--- config.mk ---
export PLATFORM = sky130hd
export DESIGN_NAME = clock_divider_prog
export DESIGN_NICKNAME = d
export VERILOG_FILES = /design/src/rtl/clock_divider_pkg.sv /design/src/rtl/clkdiv_duty_stage.sv /design/src/rtl/clock_divider_prog.sv
export SDC_FILE = /design/constraint.sdc
export NUM_CORES = 1
export LEC_CHECK = 0
export BUFFER_PORTS_ARGS = -buffer_cell sky130_fd_sc_hd__buf_4
export CORE_ASPECT_RATIO = 1.25
export CORE_MARGIN = 1.5
export CORE_UTILIZATION = 50
export CTS_BUF_LIST = sky130_fd_sc_hd__clkbuf_16
export DETAILED_ROUTE_END_ITERATION = 12
export PLACE_DENSITY = 0.76
export SETUP_SLACK_MARGIN = 0.02
export SLEW_MARGIN = 20
export SYNTH_ARGS = -nofsm -noshare
export SYNTH_HDL_FRONTEND = slang
export SYNTH_HIERARCHICAL = 1
export SYNTH_SLANG_ARGS = --single-unit
--- constraint.sdc ---
create_clock -name clk -period 4.69 [get_ports clk]
set_clock_uncertainty 0.2 [all_clocks]
set_input_delay 0.938 -clock clk [delete_from_list [all_inputs] [get_ports clk]]
set_output_delay 0.938 -clock clk [all_outputs]
set_load 0.03 [all_outputs]
--- src/rtl/clock_divider_pkg.sv ---
// Shared constants and helpers for the programmable clock divider.
// Divisors are passed through 32-bit helpers and truncated back to DIV_W by the caller.
package clock_divider_pkg;

    localparam int DIV_MIN = 2;

    function automatic logic [31:0] clamp_div(input logic [31:0] v);
        return (v < 32'(DIV_MIN)) ? 32'(DIV_MIN) : v;
    endfunction

    // High-phase length for a period of v cycles.
    function automatic logic [31:0] half_div(input logic [31:0] v);
        return v >> 1;
    endfunction

endpackage

--- src/rtl/clkdiv_duty_stage.sv ---
// Half-cycle extender: stretches the high phase of an odd divisor by half a clk period.
// Only instantiated when CLOCK_DIVIDER_PROG_DUTY50_EN is defined.
module clkdiv_duty_stage #(
    parameter bit ODD_RESET = 1'b0
) (
    input  logic clk,
    input  logic reset,
    input  logic update,
    input  logic odd_next,
    input  logic pos_clk,
    output logic out_clk
);

    logic odd_q;
    logic neg_q;

    // odd_q follows the divisor that governs the current period.
    always_ff @(posedge clk) begin
        if (reset) begin
            odd_q <= ODD_RESET;
        end else if (update) begin
            odd_q <= odd_next;
        end
    end

    always_ff @(negedge clk) begin
        if (reset) begin
            neg_q <= 1'b0;
        end else begin
            neg_q <= pos_clk & odd_q;
        end
    end

    assign out_clk = pos_clk | neg_q;

endmodule

--- src/rtl/clock_divider_prog.sv ---
// Runtime-programmable integer clock divider with glitch-free divisor switching.
// Define CLOCK_DIVIDER_PROG_DUTY50_EN to add the negedge stage giving 50% duty for odd divisors.
module clock_divider_prog
    import clock_divider_pkg::*;
#(
    parameter int DIV_W       = 8,
    parameter int DIV_DEFAULT = 4
) (
    input  logic             clk,
    input  logic             reset,
    input  logic             en,
    input  logic [DIV_W-1:0] div_val,
    input  logic             div_load,
    output logic             div_busy,
    output logic [DIV_W-1:0] active_div,
    output logic             out_clk,
    output logic             out_tick
);

    localparam logic [DIV_W-1:0] DIV_RST = DIV_W'(DIV_DEFAULT);

    logic [DIV_W-1:0] cnt;
    logic [DIV_W-1:0] cnt_next;
    logic [DIV_W-1:0] pending;
    logic [DIV_W-1:0] div_req;
    logic [DIV_W-1:0] half;
    logic [DIV_W-1:0] n_new;
    logic             boundary;
    logic             update;
    logic             pos_clk;

    always_comb begin
        div_req  = DIV_W'(clamp_div(32'(div_val)));
        half     = DIV_W'(half_div(32'(active_div)));
        boundary = (cnt >= active_div - DIV_W'(1));
        cnt_next = boundary ? '0 : cnt + DIV_W'(1);
        // A divisor switch happens only at a period boundary or while parked.
        update   = 1'b0;
        n_new    = active_div;
        if (!en || boundary) begin
            if (div_load) begin
                update = 1'b1;
                n_new  = div_req;
            end else if (div_busy) begin
                update = 1'b1;
                n_new  = pending;
            end
        end
    end

    always_ff @(posedge clk) begin
        if (reset) begin
            cnt        <= '0;
            active_div <= DIV_RST;
            pending    <= DIV_RST;
            div_busy   <= 1'b0;
            pos_clk    <= 1'b0;
            out_tick   <= 1'b0;
        end else begin
            if (div_load) begin
                pending <= div_req;
            end
            div_busy <= update ? 1'b0 : (div_load | div_busy);
            if (update) begin
                active_div <= n_new;
            end
            if (en) begin
                cnt      <= cnt_next;
                pos_clk  <= (cnt_next < half);
                out_tick <= boundary;
            end else begin
                // Parking at N-1 makes the first enabled edge a boundary.
                cnt      <= n_new - DIV_W'(1);
                pos_clk  <= 1'b0;
                out_tick <= 1'b0;
            end
        end
    end

`ifdef CLOCK_DIVIDER_PROG_DUTY50_EN
    clkdiv_duty_stage #(
        .ODD_RESET (DIV_RST[0])
    ) u_duty (
        .clk      (clk),
        .reset    (reset),
        .update   (update),
        .odd_next (n_new[0]),
        .pos_clk  (pos_clk),
        .out_clk  (out_clk)
    );
`else
    assign out_clk = pos_clk;
`endif

endmodule

## Yosys cells after proc, flatten, opt, wreduce, memory -nomap -nowiden

Index checks and enable logic that the tools add are counted.

| storage, ports and cells | value |
|---|---|
| logic and storage cells | 27 |
| input bits | 12 |
| register bits after elaboration | 27 |

| operators by class | value |
|---|---|
| multiplexer cells | 9 |
| bitwise gates (word level) | 2 |
| reduce and logical (&&, ||, !) cells | 4 |
| $add $sub $neg | 3 |
| $lt $le $gt $ge | 3 |

Operators by type and width:

| kind | count |
|---|---|
| $mux 8 | 6 |
| $sub 8x1->8 const B | 2 |
| $add 8x1->8 const B | 1 |
| $ge 8x8->1 | 1 |
| $lt 8x2->1 const B | 1 |
| $lt 8x7->1 | 1 |
| $reduce_or 2->1 | 2 |
| $mux 1 | 3 |
| $logic_not 1->1 | 1 |
| $logic_or 1x1->1 | 1 |
| $not 1->1 | 1 |
| $or 1x1->1 | 1 |

## Depth between registers and ports, before layout

| depth | value |
|---|---|
| word-level depth | 6 |
| gate-level depth with buffers | 15 |
| depth with buffers taken out | 14 |

## Worst setup path before layout

Ideal clock, no wire load.

| timing path | value |
|---|---|
| path type | register to register |
| start | register active_div[0] |
| end | register pos_clk (netlist: out_clk) |
| setup slack | 0.769 ns |
| stages on the path, launching flop included | 16 |
| setup time | 0.058 ns |
| arrival time | 3.663 ns |
| data required time | 4.432 ns |
| cell sequence | dfxtp_1 inv_1 ha_1 xnor2_1 ha_1 a31oi_1 and2b_1 o311ai_4 nand2_1 clkbuf_1 nor2_1 ha_1 a21o_1 a21o_1 a2111oi_0 o21a_1 |

| on the way | value |
|---|---|
| longest elaborated chain between the ends | 4 |

RTL lines:

| element | line | RTL |
|---|---|---|
| start, declared | clock_divider_prog.sv:15 | `output logic [DIV_W-1:0] active_div,` |
| start signal, assigned | clock_divider_prog.sv:65 | `active_div <= n_new;` |
| $sub 8x1->8 | clock_divider_prog.sv:35 | `boundary = (cnt >= active_div - DIV_W'(1));` |
| $ge 8x8->1 | clock_divider_prog.sv:35 |  |
| $mux 8 | clock_divider_prog.sv:36 | `cnt_next = boundary ? '0 : cnt + DIV_W'(1);` |
| $lt 8x7->1 | clock_divider_prog.sv:69 | `pos_clk <= (cnt_next < half);` |
| end signal, assigned | clock_divider_prog.sv:69 |  |
| end, declared | clock_divider_prog.sv:30 | `logic pos_clk;` |

No other way between the ends.
A chain may end at the register's enable or synchronous reset.

## Final worst setup path

Ends and elaborated chain as after synthesis.

==> reports/metrics.csv <==
metric,value,unit
status,finished clean,
leakagePower,0.000947,µW
seq_area_frac_synth,28.1,%
postRouteAntennaNets,0,
criticalPathCategory,flip-flop to flip-flop,
met3_usage,2.14,%
fp.dieArea,4230,µm²
drt_iter0_markers,71,
die_h,72.4,µm
worstHoldPathType,flip-flop to flip-flop,
final.min_clock_period,4.00,ns
gp_congestion,0.904,
syn_inst,226,
initial_core_util,51.7,%
final_nets,274,
wl_per_cell,15.9,µm
slew_headroom,66.6,%
diodes,0,
cts.clk_slew.worst_paths,0.07,ns
power.density,543,nW/µm²
final_common_cell,dfxtp_1,
critPathLaunchType,flip-flop,
core-area,3720,µm²
dieWidth,58.5,µm
grt.total_usage,22.5,%
cts_buffers,3,
synth.cell_area,1920,µm²
max_clock_freq,250,MHz
grt_pass1_vias,1571,
drt_wl_total,4530,µm
yosysUniqueCellTypes,51,
ctsResizeCount,0,
syn_area_per_cell,8.51,µm²
grt_pass1_wl,7400,µm
finalHoldViolCount,0,
final_cell_mix,"dfxtp_1, nor2_1, buf_4, ha_1, inv_1",
slowest_stage,o311ai_4,
path_cells,inv_1 -> ha_1 -> xnor2_1 -> ha_1 -> a31oi_1 -> and2b_1 -> o311ai_4 -> nand2_1 -> nor2_1 -> ha_1 -> a21o_1 -> a21o_1 -> a2111oi_0 -> o21a_1,
end_kind,flip-flop,
ctsLongestPathBuffers,2,
fin_tns_setup,0,ns
met2_usage,39.6,%
path_common_cell,ha_1,
postCtsSetupRepairBufs,0,
cts_tree,built,
cts-root-buf,clkbuf_16,
num_io_pins,23,
htreeDepth,1,
dp_hpwl,3520,µm
cap_violations,0,
grt_max_degree,27,
grt_overflow,0,
ir_drop,0.245,mV
synth_ff_type,dfxtp_1,
async_flop_share,0,%
synthToLayoutAreaGrowth,13.1,%
viasPerCell,5.84,
cp_max_fo,13,
num_rows,25,
cp_slowest_stage_delay,0.41,ns
busiest_layer,met2,
layout-drive-gt1-share,18.0,%
finalMaxSlewViolations,0,
fin_ws,0.686,ns
hold_buffers,0,
rsz0062_at_grt,false,
rrSetupSlack,0.69,ns
syn_nets,255,
io_buffers,22,
cts.sinks,27,
fin_crit_sh,85.4,%
post-place-ws,0.708,ns
drt_first_pass_iters,4,
use_met1,28.0,%
synth_warnings,6,
synth-edff-count,0,
required,4.71,ns
drc,0,
vias,1658,
finalSetupViolCount,0,
ys_ff_latch,27,
clk_latency,0.27,ns
tightest_slew,0.500,ns
antenna_found_initial,0,
worst_ep_arrival_time,4.03,ns
[power by group]
part | total, µW | leakage (µW) | internal [µW] | switching [µW]
sequential | 322 | 0.000222 | 270 | 51.8
combinational | 657 | 0.000688 | 271 | 387
clock | 202 | 0.0000371 | 116 | 85.4
total | 1180 | 0.000947 | 657 | 524
[critical path: cells and delay by family (launching register included)]
kind / cells / cell delay [ns]
AO/OA/AOI/OAI: 6 / 1.47
XOR/XNOR: 1 / 0.13
adder cells (fa/ha/maj): 3 / 0.81
buffers and inverters: 1 / 0.13
flip-flops: 1 / 0.40
AND/OR/NAND/NOR: 3 / 0.81
[synth_stat cells, drive strengths merged (4+ instances only)]
cell type / number / share of area, %
dfxtp: 27 / 28
o21ai: 11 / 2.9
clkbuf: 6 / 1.2
and3: 4 / 1.6
a21oi: 12 / 3.3
xor2: 6 / 2.7
nand2b: 4 / 1.3
a21o: 5 / 2.0
nand3: 13 / 3.6
ha: 17 / 11
mux2i: 4 / 2.1
nand3b: 4 / 1.6
nor3: 12 / 3.1
nor2: 24 / 5.1
a22oi: 4 / 1.8
nand2: 12 / 2.3
inv: 14 / 2.7
xnor2: 8 / 3.6
[final timing paths]
path	from	endpoint	depth (start not counted)
min	pending[0]$_SDFFE_PP0P_	pending[0]$_SDFFE_PP0P_	2
max reg2reg	active_div[0]$_SDFFE_PP0P_	out_clk$_SDFF_PP0_	14
min reg2reg	pending[0]$_SDFFE_PP0P_	pending[0]$_SDFFE_PP0P_	2
max	active_div[0]$_SDFFE_PP0P_	out_clk$_SDFF_PP0_	14
[state kept, by name (all words and copies together) (netlist names)]
register / cells
active_div: 8
cnt: 8
div_busy: 1
out_clk: 1
out_tick: 1
pending: 8
[per-stage QoR]
stage | total power (µW) | std cells | utilization, % | hold WS [ns] | area, µm²
6_report | 1180 | 284 | 58.5 | 0.275 | 2180
5_1_grt | 1260 | 284 | 58.5 | 0.309 | 2180
4_1_cts | 1180 | 284 | 58.5 | 0.273 | 2180
3_5_place_dp | 976 | 280 | 56.3 | 0.262 | 2090
3_3_place_gp | 967 | 280 | 56.3 | 0.257 | 2090
2_1_floorplan | 830 | 226 | - | 0.248 | 1920
[area by class of cell]
cell class,instances,area (µm²)
fillers,340,1550
multi-input cells,176,1280
flip-flops and latches,27,541
repair buffers,22,165
clock buffers,3,75.1
inverters,15,56.3
well taps,40,50.0
clock inverters,1,7.51
[cell families after synthesis]
| group | count (synthesis) | share of synthesized area (%) |
|---|---|---|
| AND/OR/NAND/NOR | 89 | 25.0 |
| AO/OA/AOI/OAI | 52 | 22.1 |
| flip-flops | 27 | 28.1 |
| buffers and inverters | 23 | 5.27 |
| adder cells (fa/ha/maj) | 17 | 11.1 |
| XOR/XNOR | 14 | 6.37 |
| multiplexers | 4 | 2.08 |
[per-layer routing]
layer | wire, µm | part of all wire (%) | vias to the layer above
met5 | 0 | 0 | -
met4 | 82 | 1.8 | 0
met3 | 189 | 4.2 | 9
met2 | 2290 | 51 | 47
met1 | 1960 | 43 | 754
li1 | - | - | 848
No activity file was read; power rests on OpenSTA's default activity.
